--- src/rtl/ghist_hist_ctrl.sv ---
// Speculative global-history controller: tracks the live history, snapshots it per fetch
// packet into an external 1R1W memory and rebuilds it from a snapshot on a redirect.
module ghist_hist_ctrl #(
  parameter int unsigned ENTRIES  = 40,
  parameter int unsigned HIST_LEN = 72,
  parameter int unsigned PTR_W    = 6
) (
  input  logic                clock,
  input  logic                reset,
  input  logic                enq_valid,
  output logic                enq_ready,
  input  logic                enq_has_br,
  input  logic                enq_taken,
  output logic [PTR_W-1:0]    enq_idx,
  input  logic                deq_valid,
  output logic [PTR_W-1:0]    deq_idx,
  input  logic                redirect_valid,
  input  logic [PTR_W-1:0]    redirect_idx,
  input  logic                redirect_has_br,
  input  logic                redirect_taken,
  output logic [HIST_LEN-1:0] spec_ghist,
  output logic                recovering,
  output logic [PTR_W-1:0]    count,
  output logic                mem_w_en,
  output logic [PTR_W-1:0]    mem_w_addr,
  output logic [HIST_LEN-1:0] mem_w_data,
  output logic                mem_r_en,
  output logic [PTR_W-1:0]    mem_r_addr,
  input  logic [HIST_LEN-1:0] mem_r_data
);

  typedef enum logic [1:0] {StIdle, StRd, StWb} state_e;

  state_e              state_q, state_d;
  logic [HIST_LEN-1:0] ghist_q, ghist_d;
  logic [PTR_W-1:0]    enq_ptr_q, enq_ptr_d;
  logic [PTR_W-1:0]    deq_ptr_q, deq_ptr_d;
  logic [PTR_W-1:0]    count_q, count_d;
  logic [PTR_W-1:0]    ridx_q, ridx_d;
  logic                rbr_q, rbr_d;
  logic                rtk_q, rtk_d;

  logic                enq_fire;
  logic                deq_fire;
  logic [PTR_W-1:0]    deq_ptr_nxt;

  function automatic logic [PTR_W-1:0] ptr_inc(input logic [PTR_W-1:0] p);
    return (p == PTR_W'(ENTRIES - 1)) ? '0 : p + PTR_W'(1);
  endfunction

  // Distance a - b modulo ENTRIES; the 6-bit wrap plus ENTRIES lands back in range.
  function automatic logic [PTR_W-1:0] ptr_dist(input logic [PTR_W-1:0] a,
                                                 input logic [PTR_W-1:0] b);
    return (a >= b) ? a - b : a - b + PTR_W'(ENTRIES);
  endfunction

  assign enq_ready = ~reset & (state_q == StIdle) & (count_q < PTR_W'(ENTRIES)) &
                     ~redirect_valid;
  assign enq_fire  = enq_valid & enq_ready;
  assign deq_fire  = deq_valid & (count_q != '0);
  assign deq_ptr_nxt = deq_fire ? ptr_inc(deq_ptr_q) : deq_ptr_q;

  always_comb begin
    state_d   = state_q;
    ghist_d   = ghist_q;
    enq_ptr_d = enq_ptr_q;
    deq_ptr_d = deq_ptr_nxt;
    count_d   = count_q;
    ridx_d    = ridx_q;
    rbr_d     = rbr_q;
    rtk_d     = rtk_q;
    if (redirect_valid) begin
      // Squash everything younger than the redirected entry and restart recovery.
      state_d   = StRd;
      ridx_d    = redirect_idx;
      rbr_d     = redirect_has_br;
      rtk_d     = redirect_taken;
      enq_ptr_d = ptr_inc(redirect_idx);
      count_d   = ptr_dist(redirect_idx, deq_ptr_nxt) + PTR_W'(1);
    end else begin
      if (enq_fire) begin
        ghist_d   = enq_has_br ? {ghist_q[HIST_LEN-2:0], enq_taken} : ghist_q;
        enq_ptr_d = ptr_inc(enq_ptr_q);
      end
      if (enq_fire && !deq_fire) begin
        count_d = count_q + PTR_W'(1);
      end else if (deq_fire && !enq_fire) begin
        count_d = count_q - PTR_W'(1);
      end
      unique case (state_q)
        StRd: state_d = StWb;
        StWb: begin
          ghist_d = rbr_q ? {mem_r_data[HIST_LEN-2:0], rtk_q} : mem_r_data;
          state_d = StIdle;
        end
        default: state_d = StIdle;
      endcase
    end
  end

  always_ff @(posedge clock) begin
    if (reset) begin
      state_q   <= StIdle;
      ghist_q   <= '0;
      enq_ptr_q <= '0;
      deq_ptr_q <= '0;
      count_q   <= '0;
      ridx_q    <= '0;
      rbr_q     <= 1'b0;
      rtk_q     <= 1'b0;
    end else begin
      state_q   <= state_d;
      ghist_q   <= ghist_d;
      enq_ptr_q <= enq_ptr_d;
      deq_ptr_q <= deq_ptr_d;
      count_q   <= count_d;
      ridx_q    <= ridx_d;
      rbr_q     <= rbr_d;
      rtk_q     <= rtk_d;
    end
  end

  assign enq_idx    = enq_ptr_q;
  assign deq_idx    = deq_ptr_q;
  assign count      = count_q;
  assign spec_ghist = ghist_q;
  assign recovering = ~reset & (state_q != StIdle);
  assign mem_w_en   = enq_fire;
  assign mem_w_addr = enq_ptr_q;
  assign mem_w_data = ghist_q;
  assign mem_r_en   = ~reset & (state_q == StRd);
  assign mem_r_addr = ridx_q;

endmodule

--- config.mk ---
export PLATFORM = sky130hd
export DESIGN_NAME = ghist_hist_ctrl
export DESIGN_NICKNAME = d
export VERILOG_FILES = /design/src/rtl/ghist_hist_ctrl.sv
export SDC_FILE = /design/constraint.sdc
export NUM_CORES = 1
export LEC_CHECK = 0
export BUFFER_PORTS_ARGS = -buffer_cell sky130_fd_sc_hd__buf_2
export CORE_MARGIN = 1.5
export CORE_UTILIZATION = 35
export CTS_BUF_LIST = sky130_fd_sc_hd__clkbuf_16
export DETAILED_ROUTE_END_ITERATION = 10
export MAX_ROUTING_LAYER = met4
export PLACE_DENSITY_LB_ADDON = 0.15
export SLEW_MARGIN = 20
export SYNTH_ARGS = -nofsm -noshare
export SYNTH_HDL_FRONTEND = slang
export SYNTH_SLANG_ARGS = --single-unit
--- constraint.sdc ---
create_clock -name clock -period 3.8 [get_ports clock]
set_input_delay 0.57 -clock clock [delete_from_list [all_inputs] [get_ports clock]]
set_output_delay 0.57 -clock clock [all_outputs]
set_load 0.02 [all_outputs]
Word level (Yosys, flattened, before mapping). Cells that the tools add are included.

Register bits: 100. Output and inout bits: 178. Word-level logic and storage cells: 62.

Add/sub/neg operators: 8. $lt $le $gt $ge: 2. Eq/ne operators: 5. Mux-type cells: 16. Bitwise logic cells: 9. Reduce and logical (&&, ||, !) cells: 13.

Operators by type and width (number): two-way mux 72 bit (4); two-way mux 6 bit (10); adder 6 x 1 -> 6 bit, second input constant (5); == test 6 bit, second input constant (3); nonzero test 2 bit (4); AND 1 bit (7); adder 6 bit, second input constant (1); greater-or-equal comparator 6 bit (1); less-than comparator 6 bit, second input constant (1); nonzero test 6 bit (1); subtractor 6 x 1 -> 6 bit, second input constant (1); subtractor 6 bit (1); AND reduction 3 bit (1); nonzero test 3 bit (1); == test 2 x 1 -> 1 bit, second input constant (1); == test 2 bit, second input constant (1); logical AND 1 bit (2); zero test 1 bit (2); zero test 2 bit (1); two-way mux 2 bit (1); NOT 1 bit (2); OR reduction 2 bit (1); two-way mux 1 bit (1).

Logic depth before layout (Yosys ltp).
Word-level depth: 10. Gate-level depth with buffers: 19. Gate-level depth less buffers: 19.

Least setup slack after synthesis. Ideal clock, no wire load.

Kind: register to register. Start: reg count_q[0] (netlist: count[0]). End: reg count_q[5] (netlist: count[5]). Setup time: 0.106 ns. Arrival time: 3.512 ns. Required time: 3.694 ns. Setup slack: 0.182 ns. Stages on the path, launching flop included: 15. Period minus slack after synthesis: 3.618 ns. Cells stage by stage: dfxtp_1 > nor4_1 > a21boi_0 > o21ai_0 > o21ai_0 > ha_1 > inv_1 > fa_1 > nand3_1 > nand2_1 > a41o_1 > maj3_1 > a2111oi_0 > a31oi_1 > o311ai_0.

Longest elaborated chain between the ends: 8. Elaborated cells between the ends (all ways): 22. Classes of those cells: add/sub (5); order compare (2); mux (5); bitwise (4); reduce/logical (6).

RTL lines: from (decl) (line 38) `logic [PTR_W-1:0] count_q, count_d;`; from (signal assigned) (line 116) `count_q <= count_d;`; nonzero test 6 bit * (line 60) `assign deq_fire = deq_valid & (count_q != '0);`; AND 1 bit * (line 60); two-way mux 6 bit * (line 61) `assign deq_ptr_nxt = deq_fire ? ptr_inc(deq_ptr_q) : deq_ptr_q;`; net deq_ptr_d[0] (line 37) `logic [PTR_W-1:0] deq_ptr_q, deq_ptr_d;`; subtractor 6 bit (line 54) `return (a >= b) ? a - b : a - b + PTR_W'(ENTRIES);`; adder 6 bit (line 54); two-way mux 6 bit * (line 54); adder 6 x 1 -> 6 bit * (line 79) `count_d = ptr_dist(redirect_idx, deq_ptr_nxt) + PTR_W'(1);`; two-way mux 6 bit * (line 72) `if (redirect_valid) begin`.

The timed path passes the listed nets; every way through them passes the cells marked *. The select of a mux whose other input is x is not followed. A chain may end at the register's enable or synchronous reset.

Final worst setup path.
Start: reg count_q[0] (netlist: count[0]). End: reg count_q[5] (netlist: count[5]).

Longest elaborated chain between the ends: 8. Elaborated cells between the ends (all ways): 22. Classes of those cells: add/sub (5); order compare (2); mux (5); bitwise (4); reduce/logical (6).

RTL lines (line): nonzero test 6 bit (60); AND 1 bit (60); two-way mux 6 bit (61); subtractor 6 bit (54); adder 6 bit (54); two-way mux 6 bit (54); adder 6 x 1 -> 6 bit (79); two-way mux 6 bit (72).

Several ways; a longest one is shown, not always the timed one. The select of a mux whose other input is x is not followed.

==> flow_summary.ini <==
[yosys]
synthCells = 790
ys_seq_elements = 100
syn_nets = 895
yosysSeqAreaShare = 0.315
avgSynthCellArea_um2 = 8.06
ys.warnings.count = 0
synthDistinctLibCells = 43
syn_area_mm2 = 0.00636

[cts]
cts_sinks = 100
cts.reportedPaths.clkPinSlew_ps = 70
cts_resized = 1
clock_latency_ps = 350
cts_tree = yes
post-cts-setup-buffer-count = 0
cts_root_buf = clkbuf_16
cts_buffers = 9
clk_path_buf_depth = 2
htree_levels = 3
hold_buffers = 0

[floorplan]
core_region_area_mm2 = 0.0179
die_w_um = 138
ioPinCount = 265
fp.dieArea_mm2 = 0.0190
rows = 49
start_util = 0.356
die_h_um = 138

[power]
leakagePower_nw = 3.30
peakVddDrop_v = 0.000203
p_per_area_mw_per_mm2 = 388

[route]
dr.pass1.iters = 4
wl_per_cell_um = 14.7
wl_mm = 17.3
ant_nets = 0
vias_per_cell = 4.98
drc = 0
drtIter0Drc = 323
num_vias = 5871

[final_layout]
final_util = 0.428
mostFrequentLayoutCells = buf_2 (263), nand2_1 (159), dfxtp_1 (97), a21oi_1 (86), mux2i_1 (84)
nets = 1050
final_common_cell = buf_2
drive_gt1_frac = 0.324
syn_to_final_growth_pct = 20.5

[worst_hold_path]
hold_path_class = in2reg
hold_path_startpoint = redirect_taken
hold_path_depth = 3
hold_end = rtk_q

[worst_setup_path]
ff2ff_setup_slack_ps = 310
reg2reg_to = count[5]
cp_max_fo = 5
worst-setup-path-type = reg2reg
worstPathRequired_ps = 4030
start_kind = flop
end_kind = flop
worstPathArrival_ps = 3720
r2r-start = count[0]
ff2ff_path_depth = 13

[global_route]
grt_max_degree = 77
grt_pass1_wl_mm = 26.9
grt_overflow = 0
grt_use_total = 0.184
grt_pass1_vias = 5258
antenna_found_initial = 1

[sta]
rsz0062_at_grt = false
tightest_slew_ps = 924
min_period_ps = 3490
slew_viol_final = 0
setup_viol = 0
max-slew-margin-rel = 0.384
finClkSkew_ps = 7.87
timing.setup.tns_ps = 0
timing.final.crit_share = 0.919
max_freq_mhz = 286
final_hold_viol_count = 0

[place]
gp_congestion = 0.803
dp_hpwl_mm = 12.4
portBuffers = 264

[outcome]
outcome = finished, final reports clean

[flow_run]
drv_cap = 0
[logic make-up (layout without fill, tap and decap cells)]
logic type / Yosys count / after routing / share of synthesized area
other cells: 0 / 1 / 0
flops: 100 / 100 / 0.315
mux: 85 / 85 / 0.134
simple gates: 229 / 229 / 0.147
fa+ha+maj: 20 / 20 / 0.0409
compound gates: 193 / 193 / 0.194
xor+xnor: 24 / 24 / 0.0330
buf+inv: 139 / 299 / 0.137
[registers in the layout, indices dropped and copies added (netlist names)]
signal      flops
count           6
state_q         2
rbr_q           1
rtk_q           1
mem_r_addr      6
deq_idx         6
mem_w_data     72
enq_idx         6
[power by group]
part	total [mW]	leakage, nW	internal [mW]	switching (mW)
registers	1.15	0.812	1.09	0.0675
logic	0.717	2.32	0.312	0.404
clock network	1.10	0.175	0.683	0.418
[per-layer routing]
metal  routed length (µm)  share of wire  GRT usage
met5                    0              0          -
met4                  221          0.013     0.0584
met3                  806          0.047     0.0263
met2                 8270           0.48      0.298
met1                 7990           0.46      0.236
[how the worst max path moves through the flow]
stage | slack, ps | cells past startpoint | to | from
6_report | 310 | 13 | count[5] | count[0]
5_1_grt | 40 | 13 | count[5] | count[0]
4_1_cts | 90 | 13 | count[5] | count[0]
3_5_place_dp | 30 | 13 | count[5] | count[0]
3_3_place_gp | 140 | 13 | count[5] | count[0]
2_1_floorplan | 180 | 14 | count[5] | count[0]
[cell type report]
| type | count | area, µm² |
|---|---|---|
| clock inverters | 6 | 110 |
| inverters | 5 | 18.8 |
| multi-input cells | 551 | 3520 |
| flip-flops and latches | 100 | 2010 |
| diodes | 1 | 2.50 |
| well taps | 229 | 287 |
| fillers | 1825 | 10200 |
| clock buffers | 10 | 250 |
| repair buffers | 278 | 1470 |
[worst max-delay path, cell delays in order (launching register included)]
cell and delay, ps:
dfxtp_2 360, nor4_4 310, a21boi_0 160, buf_4 180
nand4_1 110, mux2i_2 300, ha_1 300, a21oi_1 130
nand2_1 100, a41o_1 210, maj3_1 400, a2111oi_2 380
a31oi_1 90, o311ai_0 350
[metrics by stage]
stage               cell area (µm²)  power, mW  cells  setup WS, ps  hold slack [ps]
global placement               7280       1.88   1163           135              472
CTS                            7640       3.00   1179          86.2              450
finish                         7670       2.97   1180           308              467
detailed placement             7280       1.88   1163          34.4              478
floorplan                      6360       1.67    790           182              460
global route                   7670       3.14   1180          39.1              462
[Yosys cell counts]
cell,instances,area (µm²)
a21oi_1,86,430
a21o_1,6,45.0
a41o_1,2,20.0
fa_1,2,40.0
nand4b_1,1,8.76
o311ai_0,1,8.76
nor4_1,1,6.26
a211oi_2,1,12.5
or2_2,2,12.5
xor2_1,9,78.8
buf_4,79,593
nand4_1,5,31.3
a211oi_1,6,45.0
nor2b_1,5,31.3
dfxtp_1,100,2000
nand3b_1,1,7.51
a31oi_1,3,18.8
buf_1,8,30.0
nor2_1,36,135
nor3_1,6,30.0
nand2b_1,2,12.5
buf_2,1,5.00
nand3_1,8,40.0
nand2_1,159,597
maj3_1,2,20.0
or4_4,1,11.3
xnor2_1,15,131
o32ai_1,1,8.76
a22oi_1,1,7.51
a2111oi_0,1,8.76
a21oi_4,1,16.3
a21boi_0,1,7.51
ha_1,16,200
mux2i_1,85,851
o22ai_1,2,12.5
buf_6,7,78.8
a21bo_2,1,10.0
nor3b_1,1,7.51
o21ai_0,8,40.0
inv_1,5,18.8
nand2_2,1,6.26
clkbuf_1,39,146
o211ai_1,72,541
(Power assumes the default switching activity.)
